==> src/rtl/riscv_pkg.sv <==
// Shared definitions for the multicycle RV32I controller: opcodes, FSM states, mux encodings.
// Optional JAL support is enabled by defining MC_JAL_EN.
package riscv_pkg;

  localparam int unsigned OPCODE_W = 7;

  localparam logic [OPCODE_W-1:0] OP_R      = 7'b0110011;
  localparam logic [OPCODE_W-1:0] OP_LOAD   = 7'b0000011;
  localparam logic [OPCODE_W-1:0] OP_IARITH = 7'b0010011;
  localparam logic [OPCODE_W-1:0] OP_STORE  = 7'b0100011;
  localparam logic [OPCODE_W-1:0] OP_BRANCH = 7'b1100011;
  localparam logic [OPCODE_W-1:0] OP_JAL    = 7'b1101111;

  typedef enum logic [1:0] {
    RES_ALUOUT = 2'b00,
    RES_DATA   = 2'b01,
    RES_ALU    = 2'b10
  } result_src_t;

  typedef enum logic [1:0] {
    SRCA_PC    = 2'b00,
    SRCA_OLDPC = 2'b01,
    SRCA_A     = 2'b10
  } src_a_t;

  typedef enum logic [1:0] {
    SRCB_B    = 2'b00,
    SRCB_IMM  = 2'b01,
    SRCB_FOUR = 2'b10
  } src_b_t;

  typedef enum logic [1:0] {
    ALUOP_ADD   = 2'b00,
    ALUOP_SUB   = 2'b01,
    ALUOP_FUNCT = 2'b10
  } alu_op_t;

  typedef enum logic [3:0] {
    S_IDLE     = 4'd0,
    S_FETCH    = 4'd1,
    S_DECODE   = 4'd2,
    S_MEMADR   = 4'd3,
    S_MEMREAD  = 4'd4,
    S_MEMWB    = 4'd5,
    S_MEMWRITE = 4'd6,
    S_EXECR    = 4'd7,
    S_EXECI    = 4'd8,
    S_ALUWB    = 4'd9,
    S_BEQ      = 4'd10
`ifdef MC_JAL_EN
    , S_JAL    = 4'd11
`endif
  } mc_state_t;

  // Datapath control bundle produced by the state decoder.
  typedef struct packed {
    logic        pc_write;
    logic        adr_src;
    logic        mem_read;
    logic        mem_write;
    logic        ir_write;
    logic        reg_write;
    result_src_t result_src;
    src_a_t      alu_src_a;
    src_b_t      alu_src_b;
    alu_op_t     alu_op;
    logic        instr_done;
  } ctrl_t;

endpackage

==> src/rtl/mc_output_decode.sv <==
// Combinational state-to-control decode for the multicycle controller.
// The JAL state decode is present only when MC_JAL_EN is defined.
module mc_output_decode
  import riscv_pkg::*;
(
  input  mc_state_t state,
  input  logic      zero,
  input  logic      mem_ack,
  output ctrl_t     ctrl
);

  always_comb begin
    ctrl = '0;
    case (state)
      S_FETCH: begin
        ctrl.mem_read   = 1'b1;
        ctrl.alu_src_a  = SRCA_PC;
        ctrl.alu_src_b  = SRCB_FOUR;
        ctrl.alu_op     = ALUOP_ADD;
        ctrl.result_src = RES_ALU;
        ctrl.ir_write   = mem_ack;
        ctrl.pc_write   = mem_ack;
      end
      // Branch/jump target lands in ALUOut while the opcode is decoded.
      S_DECODE: begin
        ctrl.alu_src_a = SRCA_OLDPC;
        ctrl.alu_src_b = SRCB_IMM;
        ctrl.alu_op    = ALUOP_ADD;
      end
      S_MEMADR: begin
        ctrl.alu_src_a = SRCA_A;
        ctrl.alu_src_b = SRCB_IMM;
        ctrl.alu_op    = ALUOP_ADD;
      end
      S_MEMREAD: begin
        ctrl.mem_read = 1'b1;
        ctrl.adr_src  = 1'b1;
      end
      S_MEMWB: begin
        ctrl.result_src = RES_DATA;
        ctrl.reg_write  = 1'b1;
        ctrl.instr_done = 1'b1;
      end
      S_MEMWRITE: begin
        ctrl.mem_write  = 1'b1;
        ctrl.adr_src    = 1'b1;
        ctrl.instr_done = mem_ack;
      end
      S_EXECR: begin
        ctrl.alu_src_a = SRCA_A;
        ctrl.alu_src_b = SRCB_B;
        ctrl.alu_op    = ALUOP_FUNCT;
      end
      S_EXECI: begin
        ctrl.alu_src_a = SRCA_A;
        ctrl.alu_src_b = SRCB_IMM;
        ctrl.alu_op    = ALUOP_FUNCT;
      end
      S_ALUWB: begin
        ctrl.result_src = RES_ALUOUT;
        ctrl.reg_write  = 1'b1;
        ctrl.instr_done = 1'b1;
      end
      S_BEQ: begin
        ctrl.alu_src_a  = SRCA_A;
        ctrl.alu_src_b  = SRCB_B;
        ctrl.alu_op     = ALUOP_SUB;
        ctrl.result_src = RES_ALUOUT;
        ctrl.pc_write   = zero;
        ctrl.instr_done = 1'b1;
      end
`ifdef MC_JAL_EN
      // PC takes the target from ALUOut while the ALU forms OldPC+4 for rd.
      S_JAL: begin
        ctrl.alu_src_a  = SRCA_OLDPC;
        ctrl.alu_src_b  = SRCB_FOUR;
        ctrl.alu_op     = ALUOP_ADD;
        ctrl.result_src = RES_ALUOUT;
        ctrl.pc_write   = 1'b1;
      end
`endif
      default: ctrl = '0;
    endcase
  end

endmodule

==> src/rtl/multicycle_controller.sv <==
// Multicycle RV32I control FSM: state register, next-state logic and reset output gating.
// Defining MC_JAL_EN adds the JAL instruction path.
module multicycle_controller
  import riscv_pkg::*;
(
  input  logic                clk,
  input  logic                reset,
  input  logic [OPCODE_W-1:0] Opcode,
  input  logic                Zero,
  input  logic                mem_ack,
  output logic                PCWrite,
  output logic                AdrSrc,
  output logic                MemRead,
  output logic                MemWrite,
  output logic                IRWrite,
  output logic                RegWrite,
  output logic [1:0]          ResultSrc,
  output logic [1:0]          ALUSrcA,
  output logic [1:0]          ALUSrcB,
  output logic [1:0]          ALUOp,
  output logic                illegal_op,
  output logic                instr_done
);

  mc_state_t state;
  mc_state_t next_state;
  logic      op_illegal;
  ctrl_t     ctrl;

  always_ff @(posedge clk) begin
    if (reset) state <= S_IDLE;
    else       state <= next_state;
  end

  always_comb begin
    next_state = state;
    op_illegal = 1'b0;
    case (state)
      S_IDLE:  next_state = S_FETCH;
      S_FETCH: if (mem_ack) next_state = S_DECODE;
      S_DECODE: begin
        case (Opcode)
          OP_LOAD, OP_STORE: next_state = S_MEMADR;
          OP_R:              next_state = S_EXECR;
          OP_IARITH:         next_state = S_EXECI;
          OP_BRANCH:         next_state = S_BEQ;
`ifdef MC_JAL_EN
          OP_JAL:            next_state = S_JAL;
`endif
          default: begin
            next_state = S_FETCH;
            op_illegal = 1'b1;
          end
        endcase
      end
      S_MEMADR: begin
        if (Opcode == OP_LOAD)       next_state = S_MEMREAD;
        else if (Opcode == OP_STORE) next_state = S_MEMWRITE;
        else                         next_state = S_FETCH;
      end
      S_MEMREAD:  if (mem_ack) next_state = S_MEMWB;
      S_MEMWRITE: if (mem_ack) next_state = S_FETCH;
      S_MEMWB, S_ALUWB, S_BEQ: next_state = S_FETCH;
      S_EXECR, S_EXECI:        next_state = S_ALUWB;
`ifdef MC_JAL_EN
      S_JAL:                   next_state = S_ALUWB;
`endif
      default:                 next_state = S_IDLE;
    endcase
  end

  mc_output_decode u_decode (
    .state   (state),
    .zero    (Zero),
    .mem_ack (mem_ack),
    .ctrl    (ctrl)
  );

  // Reset kills every control immediately, including an in-flight memory write.
  assign PCWrite    = ~reset & ctrl.pc_write;
  assign AdrSrc     = ~reset & ctrl.adr_src;
  assign MemRead    = ~reset & ctrl.mem_read;
  assign MemWrite   = ~reset & ctrl.mem_write;
  assign IRWrite    = ~reset & ctrl.ir_write;
  assign RegWrite   = ~reset & ctrl.reg_write;
  assign ResultSrc  = reset ? 2'b00 : ctrl.result_src;
  assign ALUSrcA    = reset ? 2'b00 : ctrl.alu_src_a;
  assign ALUSrcB    = reset ? 2'b00 : ctrl.alu_src_b;
  assign ALUOp      = reset ? 2'b00 : ctrl.alu_op;
  assign illegal_op = ~reset & op_illegal;
  assign instr_done = ~reset & (ctrl.instr_done | op_illegal);

endmodule

==> config.mk <==
export PLATFORM = sky130hd
export DESIGN_NAME = multicycle_controller
export DESIGN_NICKNAME = d
export VERILOG_FILES = /design/src/rtl/riscv_pkg.sv /design/src/rtl/mc_output_decode.sv /design/src/rtl/multicycle_controller.sv
export SDC_FILE = /design/constraint.sdc
export NUM_CORES = 1
export LEC_CHECK = 0
export ABC_AREA = 1
export BUFFER_PORTS_ARGS = -buffer_cell sky130_fd_sc_hd__clkbuf_2
export CAP_MARGIN = 25
export CELL_PAD_IN_SITES_DETAIL_PLACEMENT = 1
export CELL_PAD_IN_SITES_GLOBAL_PLACEMENT = 2
export CORE_ASPECT_RATIO = 1.1
export CORE_MARGIN = 5
export CORE_UTILIZATION = 20
export DETAILED_ROUTE_END_ITERATION = 16
export MAX_ROUTING_LAYER = met4
export PLACE_DENSITY_LB_ADDON = 0.1
export SYNTH_ARGS = -nofsm -noshare
export SYNTH_HDL_FRONTEND = slang
export SYNTH_SLANG_ARGS = --single-unit
export TNS_END_PERCENT = 100
==> constraint.sdc <==
create_clock -name clk -period 2 [get_ports clk]
set_input_delay 0.4 -clock clk [delete_from_list [all_inputs] [get_ports clk]]
set_output_delay 0.4 -clock clk [all_outputs]
set_load 0.05 [all_outputs]
==> metrics.md <==
| Metric | Value |
|---|---|
| GRT Util Overall | `0.110` |
| Initial core utilization | `0.212` |
| Post-synthesis simple-gate area fraction | `0.576` |
| Die W | `59.6 µm` |
| Top_reg_cell synth | `dfxtp_1` |
| Fmax | `527 MHz` |
| Detailed Route WL | `2.00 mm` |
| Total negative slack | `0 ns` |
| #FFs+latches synth | `4` |
| Power per Cell Area | `570 nW/µm²` |
| Most common cell after layout, fill and taps aside | `nand2_1` |
| Skew final | `0.00124 ns` |
| DR vias/cell | `4.52` |
| Antenna violations before repair | `0` |
| Largest family of logic cells by synthesized area | `simple AND/OR/NAND/NOR gates` |
| Mapped Cells | `109` |
| PortBufs | `26` |
| CP Max Fanout | `4` |
| RePlAce Congestion | `0.746` |
| Cts hold-fix bufs | `0` |
| Hold Path Class | `input port to flop` |
| Area of the core | `2540 µm²` |
| Worst-Skew Late Latency | `0.23 ns` |
| Most flop-heavy register | `state` |
| CTS H-tree lvls | `1` |
| Static Leak | `0.000449 µW` |
| Setup CP Type | `flop to output port` |
| EDFF count, synth | `0` |
| Drc violations | `0` |
| Clk buf depth | `2` |
| FP Rows | `19` |
| Final Util | `0.334` |
| Placed Area | `763 µm²` |
| Fin nets | `157` |
| Synth Cell Area | `541 µm²` |
| Tot Pwr | `484 µW` |
| # IOs | `27` |
| Layout cells sized above 1 | `0.403` |
| DIE AREA | `3840 µm²` |
| CTS Sinks | `4` |
| Post-synthesis adder-cell area fraction | `0` |
| Post-synthesis async set-or-reset flop share | `0` |
| Crit-path slowest cell | `dfxtp_2` |
| First-pass GRT wire length | `3.31 mm` |
| Worst IR drop on VDD | `0.269 mV` |
| CTS root buffer | `clkbuf_4` |
| Via count | `791` |
| Wire length per cell | `11.4 µm` |
| Largest net degree at the start of global routing | `18` |
| Status | `finished clean` |
| Fin area | `850 µm²` |
| Fill cells | `359` |
| Biggest registers after layout | `state x4` |
| Register area share after synthesis | `0.148` |
| DRT iter0 DRCs | `5` |
| Die Ht | `64.5 µm` |
| DP HPWL | `1.73 mm` |
| Max reg flops | `4` |
| Yosys cell types | `18` |
| Period utilization | `0.949` |
| # setup viols final | `0` |
| Least-Margin Pin Slew | `0.396 ns` |
| Min cycle time layout | `1.90 ns` |
| Post-Syn Nets | `120` |
| # diodes | `0` |
| Slew HR | `0.736` |
| CTS tree | `done` |
| Critical Path Max Stage Delay | `0.33 ns` |
| Vias in the first global route | `802` |
| Mux cell area share after synthesis | `0` |
| Final hold violation count | `0` |
| Synth warn | `0` |
| Max Transition Viols Final | `0` |
| Number of max-cap violations | `0` |
| Synth Area per Inst | `4.96 µm²` |
| Post-route ant nets | `0` |
| Num CTS Buffers | `3` |
| Critical Path Source Type | `flop` |
| Compound-Gate Fraction of Synth Area | `0.150` |
| Fin cells | `175` |
| Layout area overhead | `57.2%` |
| DP Cell Count | `170` |
| Commonest non-fill, non-tap cells in the layout | `nand2_1, clkbuf_2, nor2_1, inv_1, buf_4` |
| XOR/XNOR Fraction of Synth Area | `0` |
| Worst Path Required | `1.60 ns` |
| Worst-path clk slew | `0.04 ns` |
| TritonRoute pass-1 iters | `2` |
| Crit. End Element | `output port` |
| Grt ovf | `0` |
| CP Data Arrival Time | `1.50 ns` |
| Crit-path cells | `nor2_2 -> inv_2 -> nor2_4 -> inv_4 -> nor2_4 -> inv_2 -> o21ai_2 -> buf_8` |
## metal layers
metal,GRT usage,part of all wire
met1,0.122,0.41
met4,0.0416,0
met5,-,0
met3,0,0.039
met2,0.206,0.55
## worst max-delay path, delay by kind of cell, from the launching register on
family	cells	cell delay [ns]
buf+inv	4	0.37
simple gates	3	0.41
compound gates	1	0.16
flops	1	0.33
## final timing paths
kind                         startpoint                    end  slack, ns  cells after the start
hold / removal                  mem_ack  state[1]$_SDFFE_PP0P_       0.49                      4
setup / recovery  state[3]$_SDFFE_PP0P_                PCWrite       0.10                      8
hold reg to reg   state[1]$_SDFFE_PP0P_  state[1]$_SDFFE_PP0P_       0.54                      2
setup reg to reg  state[3]$_SDFFE_PP0P_  state[2]$_SDFFE_PP0P_       0.68                      8
## metrics by stage
stage	hold slack, ns	setup slack, ns
2_1_floorplan	0.506	-0.115
3_3_place_gp	0.567	0.155
3_5_place_dp	0.569	0.100
4_1_cts	0.491	0.0103
5_1_grt	0.488	-0.0341
6_report	0.489	0.103
## synth_stat cells (2+ instances only)
library cell / instances / area (µm²)
inv_2: 2 / 7.51
a21oi_1: 5 / 25.0
nor2_1: 23 / 86.3
nor3_1: 3 / 15.0
nand3_1: 9 / 45.0
o21ai_1: 2 / 10.0
nor2_2: 2 / 12.5
dfxtp_1: 4 / 80.1
a21oi_2: 2 / 17.5
nand2_1: 36 / 135
inv_1: 14 / 52.6
## cells by family after synthesis
logic type,Yosys count
buffers and inverters,18
DFF,4
and+or+nand+nor,75
AOI/OAI and AO/OA,12
## what timing repair did
action | 4_1_cts | 5_1_grt
hold endpoints to repair | 0 | 0
resized for setup | 5 | 20
endpoints found under the setup margin | 3 | 7
setup buffers | 0 | 2
pin swaps | 0 | 3
## final cells by class
| cell class | count | area, µm² | share of cell area |
|---|---|---|---|
| well taps | 31 | 38.8 | 0.0457 |
| repair buffers | 34 | 214 | 0.252 |
| multi-input cells | 87 | 428 | 0.504 |
| clock buffers | 3 | 22.5 | 0.0265 |
| flip-flops and latches | 4 | 83.8 | 0.0987 |
| inverters | 16 | 62.6 | 0.0736 |
## report_power, final
part           total [µW]  switching [µW]  internal [µW]  leakage [µW]
sequential            101            10.3           90.4     0.0000338
combinational         287             192           95.5      0.000401
clock                96.4            29.5           66.9     0.0000138
total                 484             231            253      0.000449
Note: power is estimated with default switching activity, not from simulation.
